File: config.mk
export PLATFORM = sky130hd
export DESIGN_NAME = ps2_note_decoder
export DESIGN_NICKNAME = d
export VERILOG_FILES = /design/src/rtl/ps2_note_pkg.sv /design/src/rtl/ps2_rx.sv /design/src/rtl/ps2_note_decoder.sv
export SDC_FILE = /design/constraint.sdc
export NUM_CORES = 1
export LEC_CHECK = 0
export BUFFER_PORTS_ARGS = -buffer_cell sky130_fd_sc_hd__clkbuf_2
export CAP_MARGIN = 10
export CORE_ASPECT_RATIO = 1.2
export CORE_UTILIZATION = 60
export DETAILED_ROUTE_END_ITERATION = 8
export GPL_ROUTABILITY_DRIVEN = 1
export PLACE_DENSITY = 0.79
export SETUP_SLACK_MARGIN = 0.1
export SYNTH_ARGS = -nofsm -noshare
export SYNTH_HDL_FRONTEND = slang
export SYNTH_HIERARCHICAL = 1
export SYNTH_SLANG_ARGS = --single-unit
File: constraint.sdc
create_clock -name clk -period 2.7 [get_ports clk]
set_clock_uncertainty 0.05 [all_clocks]
set_input_delay 0.54 -clock clk [delete_from_list [all_inputs] [get_ports clk]]
set_output_delay 0.54 -clock clk [all_outputs]
set_load 0.03 [all_outputs]
File: src/rtl/ps2_note_pkg.sv
// rtl/ps2_note_pkg.sv - note codes, scan-code constants and key map shared by the PS/2 note decoder
package ps2_note_pkg;

    localparam logic [3:0] NOTE_A    = 4'd0;
    localparam logic [3:0] NOTE_B    = 4'd1;
    localparam logic [3:0] NOTE_C    = 4'd2;
    localparam logic [3:0] NOTE_D    = 4'd3;
    localparam logic [3:0] NOTE_REST = 4'd15;

    localparam logic [7:0] SC_BREAK = 8'hF0;
    localparam logic [7:0] SC_EXT   = 8'hE0;
    localparam logic [7:0] SC_A     = 8'h1C;
    localparam logic [7:0] SC_B     = 8'h32;
    localparam logic [7:0] SC_C     = 8'h21;
    localparam logic [7:0] SC_D     = 8'h23;

    typedef enum logic [1:0] {
        RX_IDLE,
        RX_DATA,
        RX_PARITY,
        RX_STOP
    } rx_state_t;

    typedef enum logic [1:0] {
        ST_MAKE,
        ST_BRK,
        ST_EXT,
        ST_EXT_BRK
    } sc_state_t;

    // Unmapped scan codes come back as NOTE_REST so callers can test for "no key".
    function automatic logic [3:0] map_scan(input logic [7:0] code);
        case (code)
            SC_A:    return NOTE_A;
            SC_B:    return NOTE_B;
            SC_C:    return NOTE_C;
            SC_D:    return NOTE_D;
            default: return NOTE_REST;
        endcase
    endfunction

endpackage

File: src/rtl/ps2_rx.sv
// rtl/ps2_rx.sv - PS/2 receiver: synchroniser, clock glitch filter, 11-bit frame FSM with timeout
module ps2_rx
    import ps2_note_pkg::*;
#(
    parameter int FILTER_LEN     = 8,
    parameter int TIMEOUT_CYCLES = 50000
) (
    input  logic       clk,
    input  logic       reset,
    input  logic       ps2_clk,
    input  logic       ps2_data,
    output logic       byte_stb,
    output logic [7:0] byte_out,
    output logic       frame_err
);

    localparam int FW = $clog2(FILTER_LEN + 1);
    localparam int TW = $clog2(TIMEOUT_CYCLES + 1);

    logic          clk_s1, clk_s2, data_s1, data_s2;
    logic          filt_level;
    logic [FW-1:0] filt_cnt;
    logic          fall_en;

    rx_state_t     state, state_nxt;
    logic [TW-1:0] to_cnt;
    logic [7:0]    shift;
    logic [2:0]    bit_cnt;
    logic          parity_ok;
    logic          stb_nxt, err_nxt, timeout;

    // The filtered level only flips after FILTER_LEN consecutive opposite samples.
    always_ff @(posedge clk) begin
        if (reset) begin
            clk_s1     <= 1'b1;
            clk_s2     <= 1'b1;
            data_s1    <= 1'b1;
            data_s2    <= 1'b1;
            filt_level <= 1'b1;
            filt_cnt   <= '0;
            fall_en    <= 1'b0;
        end else begin
            clk_s1  <= ps2_clk;
            clk_s2  <= clk_s1;
            data_s1 <= ps2_data;
            data_s2 <= data_s1;
            fall_en <= 1'b0;
            if (clk_s2 == filt_level) begin
                filt_cnt <= '0;
            end else if (filt_cnt == FW'(FILTER_LEN - 1)) begin
                filt_level <= clk_s2;
                filt_cnt   <= '0;
                fall_en    <= ~clk_s2;
            end else begin
                filt_cnt <= filt_cnt + FW'(1);
            end
        end
    end

    assign timeout = (state != RX_IDLE) && !fall_en && (to_cnt == TW'(TIMEOUT_CYCLES - 1));

    always_comb begin
        state_nxt = state;
        stb_nxt   = 1'b0;
        err_nxt   = 1'b0;
        if (timeout) begin
            state_nxt = RX_IDLE;
            err_nxt   = 1'b1;
        end else if (fall_en) begin
            case (state)
                RX_IDLE:   if (!data_s2) state_nxt = RX_DATA;
                RX_DATA:   if (bit_cnt == 3'd7) state_nxt = RX_PARITY;
                RX_PARITY: state_nxt = RX_STOP;
                RX_STOP: begin
                    state_nxt = RX_IDLE;
                    if (data_s2 && parity_ok) stb_nxt = 1'b1;
                    else                      err_nxt = 1'b1;
                end
                default:   state_nxt = RX_IDLE;
            endcase
        end
    end

    always_ff @(posedge clk) begin
        if (reset) begin
            state     <= RX_IDLE;
            to_cnt    <= '0;
            shift     <= '0;
            bit_cnt   <= '0;
            parity_ok <= 1'b0;
            byte_stb  <= 1'b0;
            byte_out  <= '0;
            frame_err <= 1'b0;
        end else begin
            state     <= state_nxt;
            byte_stb  <= stb_nxt;
            frame_err <= err_nxt;
            if (stb_nxt) byte_out <= shift;
            if (state == RX_IDLE || fall_en) to_cnt <= '0;
            else                             to_cnt <= to_cnt + TW'(1);
            if (timeout) shift <= '0;
            if (fall_en) begin
                if (state == RX_IDLE) bit_cnt <= '0;
                if (state == RX_DATA) begin
                    shift   <= {data_s2, shift[7:1]};
                    bit_cnt <= bit_cnt + 3'd1;
                end
                if (state == RX_PARITY) parity_ok <= ^{shift, data_s2};
            end
        end
    end

endmodule

File: src/rtl/ps2_note_decoder.sv
// rtl/ps2_note_decoder.sv - PS/2 make/break decoder driving a held note code (last key wins)
module ps2_note_decoder
    import ps2_note_pkg::*;
#(
    parameter int FILTER_LEN     = 8,
    parameter int TIMEOUT_CYCLES = 50000
) (
    input  logic       clk,
    input  logic       reset,
    input  logic       ps2_clk,
    input  logic       ps2_data,
    output logic [3:0] note,
    output logic       byte_stb,
    output logic [7:0] byte_out,
    output logic       frame_err
);

    sc_state_t  sc_state, sc_nxt;
    logic [3:0] note_nxt;
    logic [3:0] key;

    ps2_rx #(
        .FILTER_LEN    (FILTER_LEN),
        .TIMEOUT_CYCLES(TIMEOUT_CYCLES)
    ) u_rx (
        .clk      (clk),
        .reset    (reset),
        .ps2_clk  (ps2_clk),
        .ps2_data (ps2_data),
        .byte_stb (byte_stb),
        .byte_out (byte_out),
        .frame_err(frame_err)
    );

    assign key = map_scan(byte_out);

    always_ff @(posedge clk) begin
        if (reset) begin
            sc_state <= ST_MAKE;
            note     <= NOTE_REST;
        end else begin
            sc_state <= sc_nxt;
            note     <= note_nxt;
        end
    end

    // Extended sequences are consumed but never change the note.
    always_comb begin
        sc_nxt   = sc_state;
        note_nxt = note;
        if (byte_stb) begin
            case (sc_state)
                ST_MAKE: begin
                    if (byte_out == SC_BREAK)    sc_nxt   = ST_BRK;
                    else if (byte_out == SC_EXT) sc_nxt   = ST_EXT;
                    else if (key != NOTE_REST)   note_nxt = key;
                end
                ST_BRK: begin
                    sc_nxt = ST_MAKE;
                    if (key != NOTE_REST && key == note) note_nxt = NOTE_REST;
                end
                ST_EXT:  sc_nxt = (byte_out == SC_BREAK) ? ST_EXT_BRK : ST_MAKE;
                default: sc_nxt = ST_MAKE;
            endcase
        end
    end

endmodule
Word-level counts from Yosys, hierarchy flattened --
Cells that the tools add are included.
Word-level totals: memories 0, memory bits (writable) 0, input port bits 4, word-level logic and storage cells 95, output and inout bits 14, register bits 56, latch bits 0, ROM bits 0
Operators by class: eq/ne operators 24, reductions and logical operators 22, $mul 0, shift-type cells 0, magnitude comparators 0, $add $sub $neg 3, multiplexer cells 26, bitwise operators 3, divide/modulo/power cells 0
Operators by type and width (number):
- $eq A8 B6 Y1 const B | 3
- $mux W8 | 3
- $add A16 B1 Y16 const B | 1
- $eq A16 B16 Y1 const B | 1
- $eq A8 B8 Y1 const B | 2
- $mux W4 | 4
- $pmux W4 S4 | 1
- $mux W2 | 5
- $ne A2 B2 Y1 const B | 5
- $reduce_xor A9 Y1 | 1
- $eq A8 B5 Y1 const B | 1
- $mux W1 | 8
- $pmux W2 S4 | 1
- $pmux W4 S2 | 1
- $reduce_and A2 Y1 | 4
- $eq A2 B2 Y1 const B | 3
- $mux W3 | 2
- $reduce_and A6 Y1 | 1
- $reduce_bool A2 Y1 | 3
- $reduce_or A3 Y1 | 2
- $add A4 B1 Y4 const B | 1
- $eq A2 B1 Y1 const B | 2
- $eq A4 B3 Y1 const B | 1
- $eq A4 B4 Y1 | 1
- other kinds (14) | 21

Depth between registers and ports, before layout --
word-level depth 7, gate-level depth with buffers 6, gate-level depth less buffers 6

Modules after synthesis --
Netlist, hierarchy kept.
By module, submodules not included:
- ps2_rx | area each 2107.0 um2, sequential area each 1001.0 um2, times used 1, cells an instance 239
- ps2_note_decoder | area each 412.9 um2, sequential area each 100.1 um2, times used 1, cells an instance 50

Worst setup path before layout --
No wires, ideal clock.
kind register -> register, start reg u_rx.byte_out[5], end reg note[1], arrival time 1665 ps, required time 2576 ps, buffers on the path 0, library setup time 74 ps, path slack 911 ps, stages on the path, launching flop included 6, clock period less this slack 1789 ps, path through dfxtp_1 nor3b_4 a22oi_1 xor2_1 a2111o_1 a31oi_1
Between the ends: longest elaborated chain between the ends 6, elaborated cells on any way between the ends 19, classes of those cells eq/ne: 12; mux: 5; reduce/logical: 2
RTL lines:
- start, declared | RTL line ps2_rx.sv:13 | output logic [7:0] byte_out,
- start signal, assigned | RTL line ps2_rx.sv:98 | if (stb_nxt) byte_out <= shift;
- $eq A8 B6 Y1 / $eq A8 B5 Y1 (equally long branches) | RTL line ps2_note_pkg.sv:33 | case (code)
- $pmux W4 S4 | RTL line ps2_note_pkg.sv:33
- $ne A4 B4 Y1 (tied with other cells) | RTL line ps2_note_decoder.sv:56, ps2_note_decoder.sv:60
- $logic_and A1 B1 Y1 / $mux W4 (equally long branches) | RTL line ps2_note_decoder.sv:60, ps2_note_decoder.sv:55
- $ne A2 B2 Y1 (no source line) / $mux W4 (equally long branches)
- $reduce_and A6 Y1 (no source line) / $pmux W4 S2 (equally long branches)
- end signal, assigned | RTL line ps2_note_decoder.sv:43 | note <= note_nxt;
- end, declared | RTL line ps2_note_decoder.sv:12 | output logic [3:0] note,
Parallel ways exist; a longest one is shown, timed or not. The select of a mux whose other input is x is not followed. A chain may end at the register's enable or synchronous reset.

Worst setup path in the final report --
start reg u_rx.state[0], end reg u_rx.frame_err
Between the ends: longest elaborated chain between the ends 4, elaborated cells on any way between the ends 7, classes of those cells eq/ne: 1; mux: 3; reduce/logical: 3
RTL lines:
- start, declared | RTL line ps2_rx.sv:25 | rx_state_t state, state_nxt;
- start signal, assigned | RTL line ps2_rx.sv:95 | state <= state_nxt;
- $eq A2 B2 Y1 / $reduce_bool A2 Y1 (equally long branches) | RTL line ps2_rx.sv:70, ps2_rx.sv:60
- $mux W1 / $logic_and A1 B1 Y1 (equally long branches) | RTL line ps2_rx.sv:70, ps2_rx.sv:60
- $mux W1 / $logic_and A1 B1 Y1 (equally long branches) | RTL line ps2_rx.sv:69, ps2_rx.sv:60
- $mux W1 * | RTL line ps2_rx.sv:66 | if (timeout) begin
- end signal, assigned | RTL line ps2_rx.sv:97 | frame_err <= err_nxt;
- end, declared | RTL line ps2_rx.sv:14 | output logic frame_err
Mark *: on every way between the ends. The rest lies on a longest branch, timed or not.

==> qor.csv <==
stage,metric,value,unit
grt,global route total overflow,0,
timing,Least-Margin Pin Slew,0.531,ns
detailed_routing,Starting DRT DRC Count,104,
logic_synthesis,syn nets,301,
logic_synthesis,yosys warns,6,
timing,hold slack,0.362,ns
min_path,Hold EP,u_rx/data_s1$_SDFF_PP1_,
setup_path,worst-path cell chain,"inv_1, ha_1, nor4b_1, nand3_1, nor2_1, o21ba_2",
grt,largest net degree at the start of global routing,41,
logic_synthesis,post-synthesis simple-gate area fraction,0.259,
setup_path,Critical-path top delay cell,dfxtp_1,
setup_path,Setup CP Type,register to register,
min_path,HP Class,primary input to register,
detailed_routing,DR pass1 iterations,4,
power,total chip power,0.00135,W
timing,RSZ-0062 raised after global routing,false,
clock_network,number of CTS-inserted buffers,5,
setup_path,reg-to-reg endpoint,u_rx/frame_err$_SDFF_PP0_,
cells_and_area,ant diodes,0,
die,die width,61.2,µm
die,# rows,25,
logic_synthesis,number of synthesized flops with an enable pin,0,
logic_synthesis,post-synthesis instance total,289,
grt,global-route wire length before repair,8.01,mm
logic_synthesis,mux cell area share after synthesis,0.00397,
timing,final period utilization,0.692,
power,PwrDens,494,mW/mm²
power,leakage power,0.927,nW
setup_path,Critical Path RT,2.91,ns
clock_network,clock latency on the worst-skew pair,0.30,ns
logic_synthesis,synthesized area per cell,8.72,µm²
clock_network,"Clk pin slew, worst setup/hold paths",0.10,ns
setup_path,CP Capture Type,register,
detailed_routing,drt total wl,4.76,mm
setup_path,worst-case reg-to-reg path depth,6,
run,# Max-Cap Violations,0,
grt,vias in the first global route,1825,
cells_and_area,Fill cells,333,
detailed_routing,DRC violations left,0,
logic_synthesis,Yosys reg bits,55,
timing,TNS Setup,0,ns
setup_path,maximum fanout along the worst path,9,
grt,GR Util All Layers,0.235,
logic_synthesis,Main synth FF type,dfxtp_1,
die,die height,73.0,µm
outcome,status,completed,
placed_design,final RePlAce weighted congestion,0.788,
clock_network,Post-CTS Setup Bufs,0,
clock_network,CTS root buf,clkbuf_8,
detailed_routing,Vias/cell,5.73,
timing,"Hold Violations, Final",0,
grt,antenna violations before repair,0,
die,die area,0.00446,mm²
cells_and_area,Final Net Count,315,
timing,fin crit period,1.87,ns
setup_path,R2R setup slack,0.83,ns
timing,Max Freq,535,MHz
clock_network,H-tree Lvls,2,
cells_and_area,fraction of layout cells with a size suffix above 1,0.125,
power,maximum vdd drop,474,µV
clock_network,TritonCTS clock tree,yes,
logic_synthesis,"Async S/R FF share, synth",0,
detailed_routing,DRT antenna net count,0,
cells_and_area,area grow syn2layout,8.49,%
clock_network,clock buffer depth,2,
clock_network,cts hold-fix bufs,0,
setup_path,max incr delay on CP,0.39,ns
placed_design,detailed placer's ending HPWL,3.39,mm
logic_synthesis,synthesized area,0.00252,mm²
clock_network,clk sinks,55,
die,initial core utilization,0.634,
timing,final setup violating endpoints,0,
detailed_routing,vias,2046,
clock_network,post-cts sizing count,0,
timing,Slew headroom,0.645,
logic_synthesis,sequential share of the synthesized area,0.437,
detailed_routing,DR WL/cell,13.3,µm
logic_synthesis,Synth Area in XOR/XNOR,0.0715,
logic_synthesis,Compound-Gate Fraction of Synth Area,0.153,
logic_synthesis,Yosys cell types,51,
setup_path,Critical Path AT,2.08,ns
setup_path,Critical Path Source Type,register,
min_path,hold_sp,ps2_data,
min_path,Hold Path Stages,2,
logic_synthesis,Adder-Cell Fraction of Synth Area,0.0397,
timing,"Slew Viols, Final",0,
placed_design,PortBufs,17,
logic_synthesis,largest family of logic cells by synthesized area,simple AND/OR/NAND/NOR gates,
die,Core Box Area,0.00397,mm²
setup_path,r2r startpoint,u_rx/state[0]$_SDFFE_PP0P_,
die,# IOs,18,
[layer usage]
layer	track usage	share of wire	vias up
li1	-	-	1041
met1	0.289	0.47	970
met2	0.400	0.49	29
met3	0.0461	0.026	6
met4	0.0859	0.013	0
met5	0	0	-
[cell usage in the layout (no fill, tap or decap), types with 2 or more instances in the layout]
cell,count
nor2b_1,2
nand3_1,10
o211ai_1,10
dfxtp_1,55
nor3_1,5
a21oi_1,27
nor2_1,25
xor2_1,5
o32ai_1,2
or3_1,4
nand4_1,2
o21ai_0,8
xnor2_1,13
nand2b_1,2
nand2_1,40
ha_1,8
inv_1,11
nor3b_1,2
and3_1,3
nor4b_1,3
a22oi_1,3
a31oi_1,3
clkbuf_2,17
or2_2,4
clkbuf_8,5
nor4_1,3
nand3b_1,5
[sequential cells by signal, indices dropped and copies added, names as in the netlist]
name             flops
u_rx/data_s2         1
u_rx/byte_out        8
u_rx/to_cnt         16
sc_state             2
u_rx/clk_s1          1
u_rx/frame_err       1
u_rx/data_s1         1
u_rx/filt_cnt        4
u_rx/state           2
u_rx/fall_en         1
u_rx/clk_s2          1
u_rx/shift           8
note                 3
u_rx/byte_stb        1
u_rx/filt_level      1
u_rx/parity_ok       1
u_rx/bit_cnt         3
[cell type report]
cell class / count / area (µm²) / area share
multi-input cells: 212 / 1330 / 0.486
well taps: 54 / 67.6 / 0.0247
clock buffers: 6 / 72.6 / 0.0265
repair buffers: 18 / 92.6 / 0.0339
flip-flops and latches: 55 / 1100 / 0.403
clock inverters: 1 / 30.0 / 0.0110
inverters: 11 / 41.3 / 0.0151
[through the flow]
stage           util  setup WS (ns)  area (µm²)  std cells
3_3_place_gp   0.662          0.935        2630        350
2_1_floorplan      -          0.911        2520        289
4_1_cts        0.688          0.837        2730        357
3_5_place_dp   0.662          0.859        2630        350
6_report       0.688          0.831        2730        357
5_1_grt        0.688          0.618        2730        357
[synth_stat cells, drive strengths merged, types with 2 or more instances]
| cell | n | area (µm²) |
|---|---|---|
| o21ai | 9 | 45.0 |
| nand3b | 5 | 37.5 |
| xnor2 | 13 | 114 |
| nor2 | 25 | 93.8 |
| nor3b | 3 | 33.8 |
| nand3 | 10 | 50.1 |
| and3 | 3 | 18.8 |
| ha | 8 | 100 |
| inv | 11 | 41.3 |
| a22oi | 3 | 22.5 |
| o32ai | 2 | 17.5 |
| nor4b | 3 | 26.3 |
| or4 | 2 | 20.0 |
| o211ai | 10 | 75.1 |
| or3 | 5 | 32.5 |
| and4bb | 2 | 25.0 |
| dfxtp | 55 | 1100 |
| a31oi | 3 | 18.8 |
| clkbuf | 10 | 41.3 |
| nand2 | 40 | 150 |
| nand4 | 3 | 25.0 |
| nand2b | 2 | 12.5 |
| nor3 | 5 | 25.0 |
| a21oi | 27 | 135 |
| or2 | 4 | 25.0 |
| nor4 | 3 | 18.8 |
| xor2 | 5 | 43.8 |
| nor2b | 2 | 12.5 |
| a211o | 2 | 18.8 |
[worst max path at each step]
stage / cells past startpoint / slack [ns] / endpoint / from
after floorplan: 5 / 0.91 / note[1]$_SDFFE_PP1P_ / u_rx/byte_out[5]$_SDFFE_PP0P_
after global placement: 6 / 0.93 / u_rx/frame_err$_SDFF_PP0_ / u_rx/state[0]$_SDFFE_PP0P_
after detailed placement: 6 / 0.86 / u_rx/frame_err$_SDFF_PP0_ / u_rx/state[0]$_SDFFE_PP0P_
after CTS: 6 / 0.84 / u_rx/frame_err$_SDFF_PP0_ / u_rx/state[0]$_SDFFE_PP0P_
after global routing: 6 / 0.62 / u_rx/frame_err$_SDFF_PP0_ / u_rx/state[0]$_SDFFE_PP0P_
final: 6 / 0.83 / u_rx/frame_err$_SDFF_PP0_ / u_rx/state[0]$_SDFFE_PP0P_
[power breakdown]
| group | internal (W) | switching [W] | leakage [nW] |
|---|---|---|---|
| Clock | 0.000272 | 0.000243 | 0.0513 |
| Sequential | 0.000814 | 0.00000229 | 0.444 |
| Combinational | 0.00000706 | 0.0000118 | 0.431 |
| Total | 0.00109 | 0.000257 | 0.927 |
[critical path: cells and delay by family, from the launching register on]
kind	cells	cell delay [ns]
AND/OR/NAND/NOR	3	0.86
flip-flops	1	0.39
adder cells (fa/ha/maj)	1	0.26
AO/OA/AOI/OAI	1	0.18
buffers and inverters	1	0.09
[logic make-up (layout without fill, tap and decap cells)]
kind of cell | count (synthesis) | count (layout)
AOI/OAI and AO/OA | 62 | 62
muxes | 1 | 1
adders and majority gates | 8 | 8
xor gates and xnor gates | 19 | 19
DFF | 55 | 55
and+or+nand+nor | 122 | 122
buffers and inverters | 22 | 36
(Power assumes the default switching activity.)
